[config.mk]
export PLATFORM = sky130hd
export DESIGN_NAME = mesi_snoop_ctrl
export DESIGN_NICKNAME = d
export VERILOG_FILES = /design/src/rtl/mesi_snoop_ctrl_pkg.sv /design/src/rtl/mesi_snoop_ctrl.sv
export SDC_FILE = /design/constraint.sdc
export NUM_CORES = 1
export LEC_CHECK = 0
export ABC_AREA = 1
export CAP_MARGIN = 20
export CORE_UTILIZATION = 42
export DETAILED_ROUTE_END_ITERATION = 8
export PLACE_DENSITY = 0.79
export SYNTH_ARGS = -nofsm -noshare
export SYNTH_HDL_FRONTEND = slang
export SYNTH_SLANG_ARGS = --single-unit
[constraint.sdc]
create_clock -name clk -period 1.5 [get_ports clk]
set_input_delay 0.15 -clock clk [delete_from_list [all_inputs] [get_ports clk]]
set_output_delay 0.15 -clock clk [all_outputs]
set_load 0.02 [all_outputs]
[src/rtl/mesi_snoop_ctrl_pkg.sv]
`default_nettype none
// ============================================================================
// Module : mesi_types (package)
// Brief  : Bus request / MESI state encodings and the snoop next-state rule.
// Rev    : 1.0
// ============================================================================
package mesi_types;

    typedef enum logic [1:0] {
        No_OP   = 2'b00,
        BusRd   = 2'b01,
        BusRdX  = 2'b10,
        BusUpgr = 2'b11
    } bus_request;

    typedef enum logic [1:0] {
        I = 2'b00,
        S = 2'b01,
        E = 2'b10,
        M = 2'b11
    } mesi_state;

    typedef struct packed {
        mesi_state next;
        logic      err;
    } snoop_result_t;

    // Only meaningful for a hit; an upgrade seen while we hold the line
    // exclusively means two caches believed they owned it.
    function automatic snoop_result_t snoop_next_state(bus_request cmd, mesi_state st);
        snoop_result_t r;
        r.next = st;
        r.err  = 1'b0;
        case (cmd)
            BusRd:   if (st != I) r.next = S;
            BusRdX:  r.next = I;
            BusUpgr: begin
                r.next = I;
                r.err  = (st == M) || (st == E);
            end
            default: ;
        endcase
        return r;
    endfunction

endpackage
`default_nettype wire

[src/rtl/mesi_snoop_ctrl.sv]
`default_nettype none
// ============================================================================
// Module : mesi_snoop_ctrl
// Brief  : Per-cache snoop controller: lookup, dirty flush, MESI state update.
// Rev    : 1.0
// ============================================================================
module mesi_snoop_ctrl
    import mesi_types::*;
#(
    parameter int CORE_ID   = 0,
    parameter int NUM_LINES = 4,
    parameter int ADDR_W    = 8,
    parameter int DATA_W    = 8,
    localparam int IDX_W    = $clog2(NUM_LINES)
) (
    input  logic                    clk,
    input  logic                    rst,
    input  logic [1:0]              bus_cmd,
    input  logic [ADDR_W-1:0]       bus_addr,
    input  logic [1:0]              own_cmd,
    input  logic [1:0]              peer_cmd,
    output logic [IDX_W-1:0]        lk_index,
    input  logic [ADDR_W-IDX_W-1:0] lk_tag,
    input  logic [1:0]              lk_state,
    input  logic [DATA_W-1:0]       lk_data,
    output logic                    st_wr_en,
    output logic [IDX_W-1:0]        st_wr_index,
    output logic [1:0]              st_wr_state,
    output logic                    flush_valid,
    input  logic                    flush_ready,
    output logic [ADDR_W-1:0]       flush_addr,
    output logic [DATA_W-1:0]       flush_data,
    output logic                    snoop_done,
    output logic                    snoop_shared,
    output logic                    proto_err
);

    typedef enum logic [2:0] {
        ST_IDLE   = 3'd0,
        ST_LOOKUP = 3'd1,
        ST_FLUSH  = 3'd2,
        ST_RESP   = 3'd3,
        ST_WAIT   = 3'd4
    } snoop_fsm_t;

    snoop_fsm_t          r_state;
    bus_request          r_cap_cmd;
    logic [ADDR_W-1:0]   r_cap_addr;
    logic                r_hit;
    logic [1:0]          r_new_state;
    logic [DATA_W-1:0]   r_lk_data;
    logic                r_proto_err;

    logic                w_self;
    logic                w_hit;
    logic                w_dirty_read;
    snoop_result_t       w_res;

    // The low-priority port only wins the bus when the high-priority port is idle.
    assign w_self = (CORE_ID == 0) ? (own_cmd != No_OP)
                                   : ((own_cmd != No_OP) && (peer_cmd == No_OP));

    assign w_hit        = (lk_tag == r_cap_addr[ADDR_W-1:IDX_W]) && (lk_state != I);
    assign w_res        = snoop_next_state(r_cap_cmd, mesi_state'(lk_state));
    assign w_dirty_read = w_hit && (lk_state == M) &&
                          ((r_cap_cmd == BusRd) || (r_cap_cmd == BusRdX));

    always_ff @(posedge clk) begin
        if (rst) begin
            r_state     <= ST_IDLE;
            r_cap_cmd   <= No_OP;
            r_cap_addr  <= '0;
            r_hit       <= 1'b0;
            r_new_state <= 2'b00;
            r_lk_data   <= '0;
            r_proto_err <= 1'b0;
        end else begin
            case (r_state)
                ST_IDLE: begin
                    if ((bus_cmd != No_OP) && !w_self) begin
                        r_cap_cmd  <= bus_request'(bus_cmd);
                        r_cap_addr <= bus_addr;
                        r_state    <= ST_LOOKUP;
                    end
                end
                ST_LOOKUP: begin
                    r_hit       <= w_hit;
                    r_new_state <= w_res.next;
                    r_lk_data   <= lk_data;
                    if (w_hit && w_res.err) r_proto_err <= 1'b1;
                    r_state <= w_dirty_read ? ST_FLUSH : ST_RESP;
                end
                ST_FLUSH: begin
                    if (flush_ready) r_state <= ST_RESP;
                end
                ST_RESP: begin
                    r_state <= ST_WAIT;
                end
                ST_WAIT: begin
                    // Hold off until the bus moves on so a held command is snooped once.
                    if ((bus_cmd == No_OP) || (bus_cmd != r_cap_cmd) || (bus_addr != r_cap_addr))
                        r_state <= ST_IDLE;
                end
                default: r_state <= ST_IDLE;
            endcase
        end
    end

    assign lk_index     = r_cap_addr[IDX_W-1:0];
    assign snoop_done   = (r_state == ST_RESP);
    assign snoop_shared = snoop_done && r_hit && (r_cap_cmd == BusRd);
    assign st_wr_en     = snoop_done && r_hit;
    assign st_wr_index  = st_wr_en ? r_cap_addr[IDX_W-1:0] : '0;
    assign st_wr_state  = st_wr_en ? r_new_state : 2'b00;
    assign flush_valid  = (r_state == ST_FLUSH);
    assign flush_addr   = flush_valid ? r_cap_addr : '0;
    assign flush_data   = flush_valid ? r_lk_data : '0;
    assign proto_err    = r_proto_err;

endmodule
`default_nettype wire

After elaboration in Yosys (flattened, before gate mapping)
Index checks and enable logic that the tools add are counted.
Word-level totals
  register bits after elaboration: 25
  bits of input ports: 33
  output and inout bits: 27
  word-level logic and storage cells: 55
Cells by class
  equality and inequality tests: 15
  multiplexer cells: 12
  reduce and logical (&&, ||, !) cells: 21
Operators with widths (number)
  two-way mux 8 bit: 2
  case mux 3 bit (5 select lines): 1
  two-way mux 3 bit: 3
  == test 2 bit (second input constant): 4
  != test 8 bit: 1
  logical AND 1 bit: 7
  == test 3 x 2 -> 1 bit (second input constant): 2
  == test 6 bit: 1
  two-way mux 2 bit: 3
  nonzero test 2 bit: 3
  logical OR 1 bit: 4
  != test 2 bit (second input constant): 2
  case mux 2 bit (2 select lines): 1
  AND reduction 2 bit: 2
  == test 3 x 1 -> 1 bit (second input constant): 1
  == test 3 bit (second input constant): 1
  logical NOT 3 bit: 1
  AND reduction 3 bit: 1
  == test 2 x 1 -> 1 bit (second input constant): 1
  logical NOT 2 bit: 1
  two-way mux 1 bit: 2
  != test 2 x 1 -> 1 bit (second input constant): 1
  != test 2 bit: 1
  OR reduction 2 bit: 1
  logical NOT 1 bit: 1

Depth between registers and ports, before layout
Gate-level depths: netlist of run 1.
  word-level depth: 6
  gate-level depth with buffers: 10
  gate-level depth less buffers: 10

Worst setup path after synthesis of run 1
OpenSTA, ideal clock, no wires.
  kind: reg2out
  from: register r_state[1]
  to: output port snoop_shared
  arrival: 1.357 ns
  data required time: 1.350 ns
  setup slack: -0.007 ns
  stages on the path, launching flop included: 5
  path buffers: 0
  path through: dfxtp_1 -> inv_2 -> nor3_2 -> nand2_1 -> nor2_1
On the way
  word-level cells in the longest chain between the ends: 3
Ends and longest elaborated chain
  start: declaration: RTL line mesi_snoop_ctrl.sv:46  | snoop_fsm_t r_state;
  start signal: assignment: RTL line mesi_snoop_ctrl.sv:91  | r_state <= w_dirty_read ? ST_FLUSH : ST_RESP;
  == test 3 x 2 -> 1 bit: RTL line mesi_snoop_ctrl.sv:110  | assign snoop_done = (r_state == ST_RESP);
  named net snoop_done: RTL line mesi_snoop_ctrl.sv:33  | output logic snoop_done,
  logical AND 1 bit (2 in a row): RTL line mesi_snoop_ctrl.sv:111  | assign snoop_shared = snoop_done && r_hit && (r_cap_cmd == BusRd);
  end: declaration: RTL line mesi_snoop_ctrl.sv:34  | output logic snoop_shared,
The timed path passes the listed nets, and every way through them passes these cells.

Final worst setup path of run 1
  from: register r_state[2]
  to: output port flush_data[1]
On the way
  word-level cells in the longest chain between the ends: 2
Ends and longest elaborated chain
  == test 3 x 2 -> 1 bit: RTL line mesi_snoop_ctrl.sv:115  | assign flush_valid = (r_state == ST_FLUSH);
  two-way mux 8 bit: RTL line mesi_snoop_ctrl.sv:117  | assign flush_data = flush_valid ? r_lk_data : '0;
  end: declaration: RTL line mesi_snoop_ctrl.sv:32  | output logic [DATA_W-1:0] flush_data,
Every way passes these cells.

==> results of run 1 <==
routing by layer:
metal  routed length [um]  up-vias  global-route usage
met4                   28        0              0.0390
li1                     -      855                   -
met5                    0        -                   0
met2                 1550       45               0.361
met3                  197        5              0.0469
met1                 1820      660               0.268
sequential cells by signal, indices dropped and copies added, names as in the netlist:
| name | count |
|---|---|
| r_cap_addr | 8 |
| r_lk_data | 8 |
| r_state | 3 |
| r_hit | 1 |
| proto_err | 1 |
| r_cap_cmd | 2 |
| r_new_state | 2 |
worst paths after layout:
| check | cells past startpoint | slack [ns] | to | from |
|---|---|---|---|---|
| worst min-delay path | 3 | 0.42 | r_lk_data[2]$_SDFFE_PP0P_ | lk_data[2] |
| worst min register to register | 2 | 0.46 | r_lk_data[2]$_SDFFE_PP0P_ | r_lk_data[2]$_SDFFE_PP0P_ |
| worst max register to register | 9 | 0.12 | r_state[0]$_SDFFE_PP0P_ | r_cap_cmd[0]$_SDFFE_PP0P_ |
| worst max-delay path | 5 | 0.02 | flush_data[1] | r_state[2]$_SDFFE_PP0P_ |
worst reg2reg max path, stage by stage, from the launching register on:
cell     delay [ns]
dfxtp_2        0.35
buf_4          0.13
inv_1          0.13
ha_4           0.22
and3_1         0.17
nand3_1        0.08
nand2_1        0.05
nand2_1        0.05
nand2_1        0.07
nor2_2         0.10
power groups by stage:
stage / sequential (mW) / clock (mW) / combinational, mW
3_5_place_dp: 0.973 / 0 / 1.32
6_report: 0.973 / 0.314 / 1.35
3_3_place_gp: 0.962 / 0 / 1.31
2_1_floorplan: 0.968 / 0 / 0.809
4_1_cts: 0.970 / 0.322 / 1.31
5_1_grt: 0.999 / 0.351 / 1.50
logic make-up (layout without fill, tap and decap cells):
| group | after synthesis | after routing | share of synthesized area |
|---|---|---|---|
| and+or+nand+nor | 103 | 103 | 0.292 |
| adders and majority gates | 3 | 3 | 0.0260 |
| xor gates and xnor gates | 1 | 1 | 0.00606 |
| AOI/OAI and AO/OA | 48 | 48 | 0.171 |
| buffers and inverters | 54 | 123 | 0.158 |
| DFF | 25 | 25 | 0.346 |
synth_stat cells:
cell type	n
nand2_1	53
inv_1	43
nor2_1	37
a21oi_1	25
dfxtp_1	25
o21ai_0	10
o21ai_1	10
buf_2	3
ha_1	3
nand3_1	3
buf_4	2
buf_6	2
inv_2	2
nand4_1	2
nor2_2	2
a211oi_1	1
a31oi_1	1
and2_1	1
and3_1	1
buf_1	1
clkbuf_1	1
nand2_2	1
nand3_2	1
nor3_1	1
nor3_2	1
o21ai_2	1
xor2_1	1
stage by stage:
| step | instance area, um2 | setup slack [ns] |
|---|---|---|
| finish | 2190 | 0.0226 |
| global route | 2190 | -0.0621 |
| CTS | 2100 | -0.00446 |
| detailed placement | 2160 | -0.218 |
| global placement | 2160 | -0.144 |
| floorplan | 1450 | -0.00663 |
layout make-up:
class                   count  area (um2)
clock buffers               3        22.5
clock inverters             1        7.51
fillers                   293         967
inverters                  45         169
multi-input cells         155         754
flip-flops and latches     25         507
well taps                  44        55.1
repair buffers             74         671
timing repair:
action	4_1_cts	5_1_grt
gates cloned	0	0
resized for setup	104	32
pin swaps	1	1
endpoints found under the hold margin	0	0
setup endpoints to repair	24	26
==> results.json, run 1 <==
{
  "placementRows": 20,
  "die_y_um": 60.7,
  "top_level_ports": 60,
  "pwr-share-seq": 0.369,
  "worst_ep_required_time_ns": 1.35,
  "cts_tree": "built",
  "fin_crit_sh": 0.985,
  "synth_cell_type_count": 27,
  "cp-start-kind": "register",
  "status": "complete, no violations",
  "finalNetCount": 340,
  "synthTopCellsByArea": "dfxtp_1 35%, nand2_1 14%, inv_1 11%",
  "clock_latency_ns": 0.33,
  "cts_root_buffer": "clkbuf_4",
  "switchingPower_mw": 1.08,
  "p_clk_frac": 0.119,
  "die_area_mm2": 0.00368,
  "postRouteAntennaNets": 0,
  "setup_viol": 0,
  "grt_usage": 0.209,
  "gp_congestion": 0.821,
  "cts_buffer_depth": 2,
  "area_delta_synth_final_pct": 51.3,
  "finalHoldViolations": 0,
  "first_pass_iters": 4,
  "internal_power_mw": 1.56,
  "place_hpwl_mm": 2.76,
  "cp-end-kind": "primary output",
  "initial_core_util": 0.458,
  "synth_nets": 270,
  "pwr-share-comb": 0.512,
  "crit_top_cell": "buf_4",
  "num_vias": 1565,
  "arrival_ns": 1.33,
  "power.share.switching": 0.409,
  "via_per_inst": 4.51,
  "utilization": 0.693,
  "min_period_ns": 1.48,
  "crit_fanout": 12,
  "critPathBufInv": 2,
  "crit_path_top_delay_cell": "dfxtp_2",
  "skew_ns": 0.00682,
  "final_cell_mix": "52 x nand2_1, 42 x inv_1, 35 x buf_4",
  "leakage_nw": 1.07,
  "grt_max_degree": 19,
  "die_x_um": 60.7,
  "setup_tns_ns": 0,
  "maxCapViolations": 0,
  "hold_class": "in -> reg",
  "placed_cells": 343,
  "grt_antenna_before_repair": 0,
  "synth_seq_cells": 25,
  "crit_path_max_incr_delay_ns": 0.37,
  "seq_area_frac_synth": 0.346,
  "core_area_mm2": 0.00315,
  "synthCells": 234,
  "drt-total-wl_mm": 3.60,
  "critPathTopFamily": "flip-flops",
  "syn_avg_cell_area_um2": 6.18,
  "numCtsBuffers": 3,
  "synth_top_area_frac": 0.346,
  "criticalPathCategory": "reg -> out",
  "drtIter0Drc": 47,
  "cts.sinks": 25,
  "drv_slew": 0,
  "gr-total-overflow": 0,
  "first_global_vias": 1389,
  "drive_above_1_share": 0.218,
  "tightestPinTransition_ns": 0.250,
  "yosysWarnings": 0,
  "fin_total_pwr_mw": 2.64,
  "rsz0062_at_grt": "yes",
  "power.density_mw_per_mm2": 1210,
  "cp_cell_sequence": "nor2_2 > nand2_2 > buf_4 > nor2_1 > buf_4",
  "slew_headroom": 0.833,
  "drc_errors": 0,
  "wl_per_cell_um": 10.4,
  "grt_pass1_wl_mm": 5.82,
  "clkSlewWorstSetupHoldPaths_ns": 0.14,
  "fmax_mhz": 677,
  "whs_ns": 0.424,
  "syn_area_mm2": 0.00145,
  "layout_commonest_cell": "nand2_1",
  "io_buffers": 57,
  "yosysTopAreaCell": "dfxtp_1",
  "irDropWorstVdd_mv": 0.825,
  "htreeDepth": 1,
  "antenna_cells": 0,
  "layoutNonFillerInstCount": 347,
  "post_cts_buffers": 0,
  "ctsHoldBuffers": 0
}
(Power assumes the default switching activity.)
==> run 2, diff against run 1 <==
SETUP_SLACK_MARGIN = 0.05   (was not set)
==> run 2 against run 1 <==
  * Combinational power up 24%
  * Clock-buffer cell count unchanged
  * Design area up 11%
  * Sequential share of layout area down 2.0 points
  * Utilization up 7.3 points
  * Critical path type unchanged
==> results.json, run 2 (synthesis results as in run 1) <==
{
  "critPathBufInv": 2,
  "first_pass_iters": 4,
  "gr-total-overflow": 0,
  "setup_viol": 0,
  "placementRows": 20,
  "die_y_um": 60.7,
  "finalHoldViolations": 0,
  "first_global_vias": 1379,
  "fin_total_pwr_mw": 2.99,
  "initial_core_util": 0.458,
  "drc_errors": 0,
  "via_per_inst": 4.64,
  "min_delay_path_depth": 3,
  "grt_usage": 0.208,
  "power.density_mw_per_mm2": 1240,
  "core_area_mm2": 0.00315,
  "cts.sinks": 25,
  "min_period_ns": 1.48,
  "wl_per_cell_um": 11.1,
  "regArea_um2": 512,
  "skew_ns": 0.00850,
  "worst_ep_required_time_ns": 1.35,
  "maxCapViolations": 0,
  "antenna_cells": 0,
  "worstSetupPathDepth": 5,
  "cp-start-kind": "register",
  "cts_tree": "built",
  "num_vias": 1620,
  "leakage_nw": 1.12,
  "drive_above_1_share": 0.275,
  "hold_class": "in -> reg",
  "die_x_um": 60.7,
  "irDropWorstVdd_mv": 0.930,
  "place_hpwl_mm": 2.76,
  "die_area_mm2": 0.00368,
  "cp-end-kind": "primary output",
  "area_delta_synth_final_pct": 67.2,
  "fmax_mhz": 675,
  "cp_cell_sequence": "nor2_4 > nand2_4 > clkbuf_16 > nor2_4 > buf_6",
  "r2r_cells": 9,
  "criticalPathCategory": "reg -> out",
  "crit_top_cell": "nor2_4",
  "postRouteAntennaNets": 0,
  "gp_congestion": 0.821,
  "crit_path_max_incr_delay_ns": 0.39,
  "htreeDepth": 1,
  "multi_input_area_um2": 870,
  "drtIter0Drc": 56,
  "top_regs": "r_cap_addr (8), r_lk_data (8), r_state (3)",
  "layoutNonFillerInstCount": 349,
  "slew_headroom": 0.831,
  "top_level_ports": 60,
  "grt_max_degree": 19,
  "clock_latency_ns": 0.32,
  "io_buffers": 57,
  "cts_buffer_depth": 2,
  "rsz0062_at_grt": "yes",
  "grt_antenna_before_repair": 0,
  "tightestPinTransition_ns": 0.253,
  "drv_slew": 0,
  "numCtsBuffers": 3,
  "status": "complete, no violations",
  "drt-total-wl_mm": 3.89,
  "layout_commonest_cell": "nand2_1",
  "placed_cells": 343,
  "final_cell_mix": "52 x nand2_1, 40 x inv_1, 30 x clkdlybuf4s50_1",
  "cts_root_buffer": "clkbuf_4",
  "crit_path_top_delay_cell": "dfxtp_4",
  "fillerInstances": 234,
  "crit_fanout": 6,
  "clkSlewWorstSetupHoldPaths_ns": 0.15,
  "fin_crit_sh": 0.987,
  "grt_pass1_wl_mm": 5.80,
  "finalNetCount": 342,
  "arrival_ns": 1.33,
  "critPathTopFamily": "flip-flops"
}
## run 2: cell types whose count changed in the layout (fill, tap and decap cells not counted), sizes merged
cell	change
buf	+2
dlygate4sd2	+2
clkdlybuf4s50	-1
dlymetal6s2s	-1
## run 2: through the flow
| stage | util | setup WS (ns) | hold WS, ns | TNS [ns] | instance area [um2] |
|---|---|---|---|---|---|
| final | 0.766 | 0.0188 | 0.433 | 0 | 2420 |
| after global routing | 0.766 | -0.0448 | 0.445 | -0.295 | 2420 |
| after CTS | 0.679 | -0.000231 | 0.414 | -0.000231 | 2140 |
| after detailed placement | 0.686 | -0.218 | 0.443 | -1.71 | 2160 |
| after global placement | 0.686 | -0.144 | 0.439 | -1.27 | 2160 |
| after floorplan | - | -0.00663 | 0.219 | -0.0332 | 1450 |
## run 2: layout make-up
type                    instances  share of cell area
flip-flops and latches         25               0.212
multi-input cells             155               0.360
clock buffers                   3             0.00932
inverters                      45              0.0699
clock inverters                 1             0.00311
repair buffers                 76               0.323
well taps                      44              0.0228
## run 2: layer usage
metal | share of wire | vias to the layer above | routed length [um] | GRT usage
li1 | - | 861 | - | -
met1 | 0.49 | 712 | 1890 | 0.268
met2 | 0.46 | 45 | 1800 | 0.359
met3 | 0.049 | 2 | 190 | 0.0469
met4 | 0.0026 | 0 | 10 | 0.0390
met5 | 0 | - | 0 | 0
## run 2: final timing paths
path                                to                      start  slack (ns)
max                      flush_data[3]    r_state[2]$_SDFFE_PP0P_        0.02
min          r_lk_data[0]$_SDFFE_PP0P_                 lk_data[0]        0.43
max reg2reg    r_state[0]$_SDFFE_PP0P_  r_cap_cmd[1]$_SDFFE_PP0P_        0.15
min reg2reg     proto_err$_SDFFE_PP0P_     proto_err$_SDFFE_PP0P_        0.46
## run 2: timing repair
item | in CTS | in global routing
hold buffers | 0 | 0
resized for setup | 124 | 70
pin swaps | 1 | 1
endpoints found under the setup margin | 26 | 26
buffers inserted | 0 | 1
cloned | 0 | 1
## run 2: worst register-to-register path: stages (launching register included)
cell and delay, ns:
dfxtp_2 0.37, inv_2 0.04, buf_4 0.14, ha_4 0.25, and3_1 0.14, nand3_1 0.08
nand2_1 0.06, nand2_1 0.04, nand2_1 0.09, nor2_2 0.04
## run 2: power breakdown
| part | total, mW | internal [mW] | leakage [nW] | switching [mW] |
|---|---|---|---|---|
| registers | 0.995 | 0.882 | 0.207 | 0.113 |
| logic | 1.68 | 0.730 | 0.896 | 0.951 |
| clock network | 0.313 | 0.102 | 0.0139 | 0.211 |
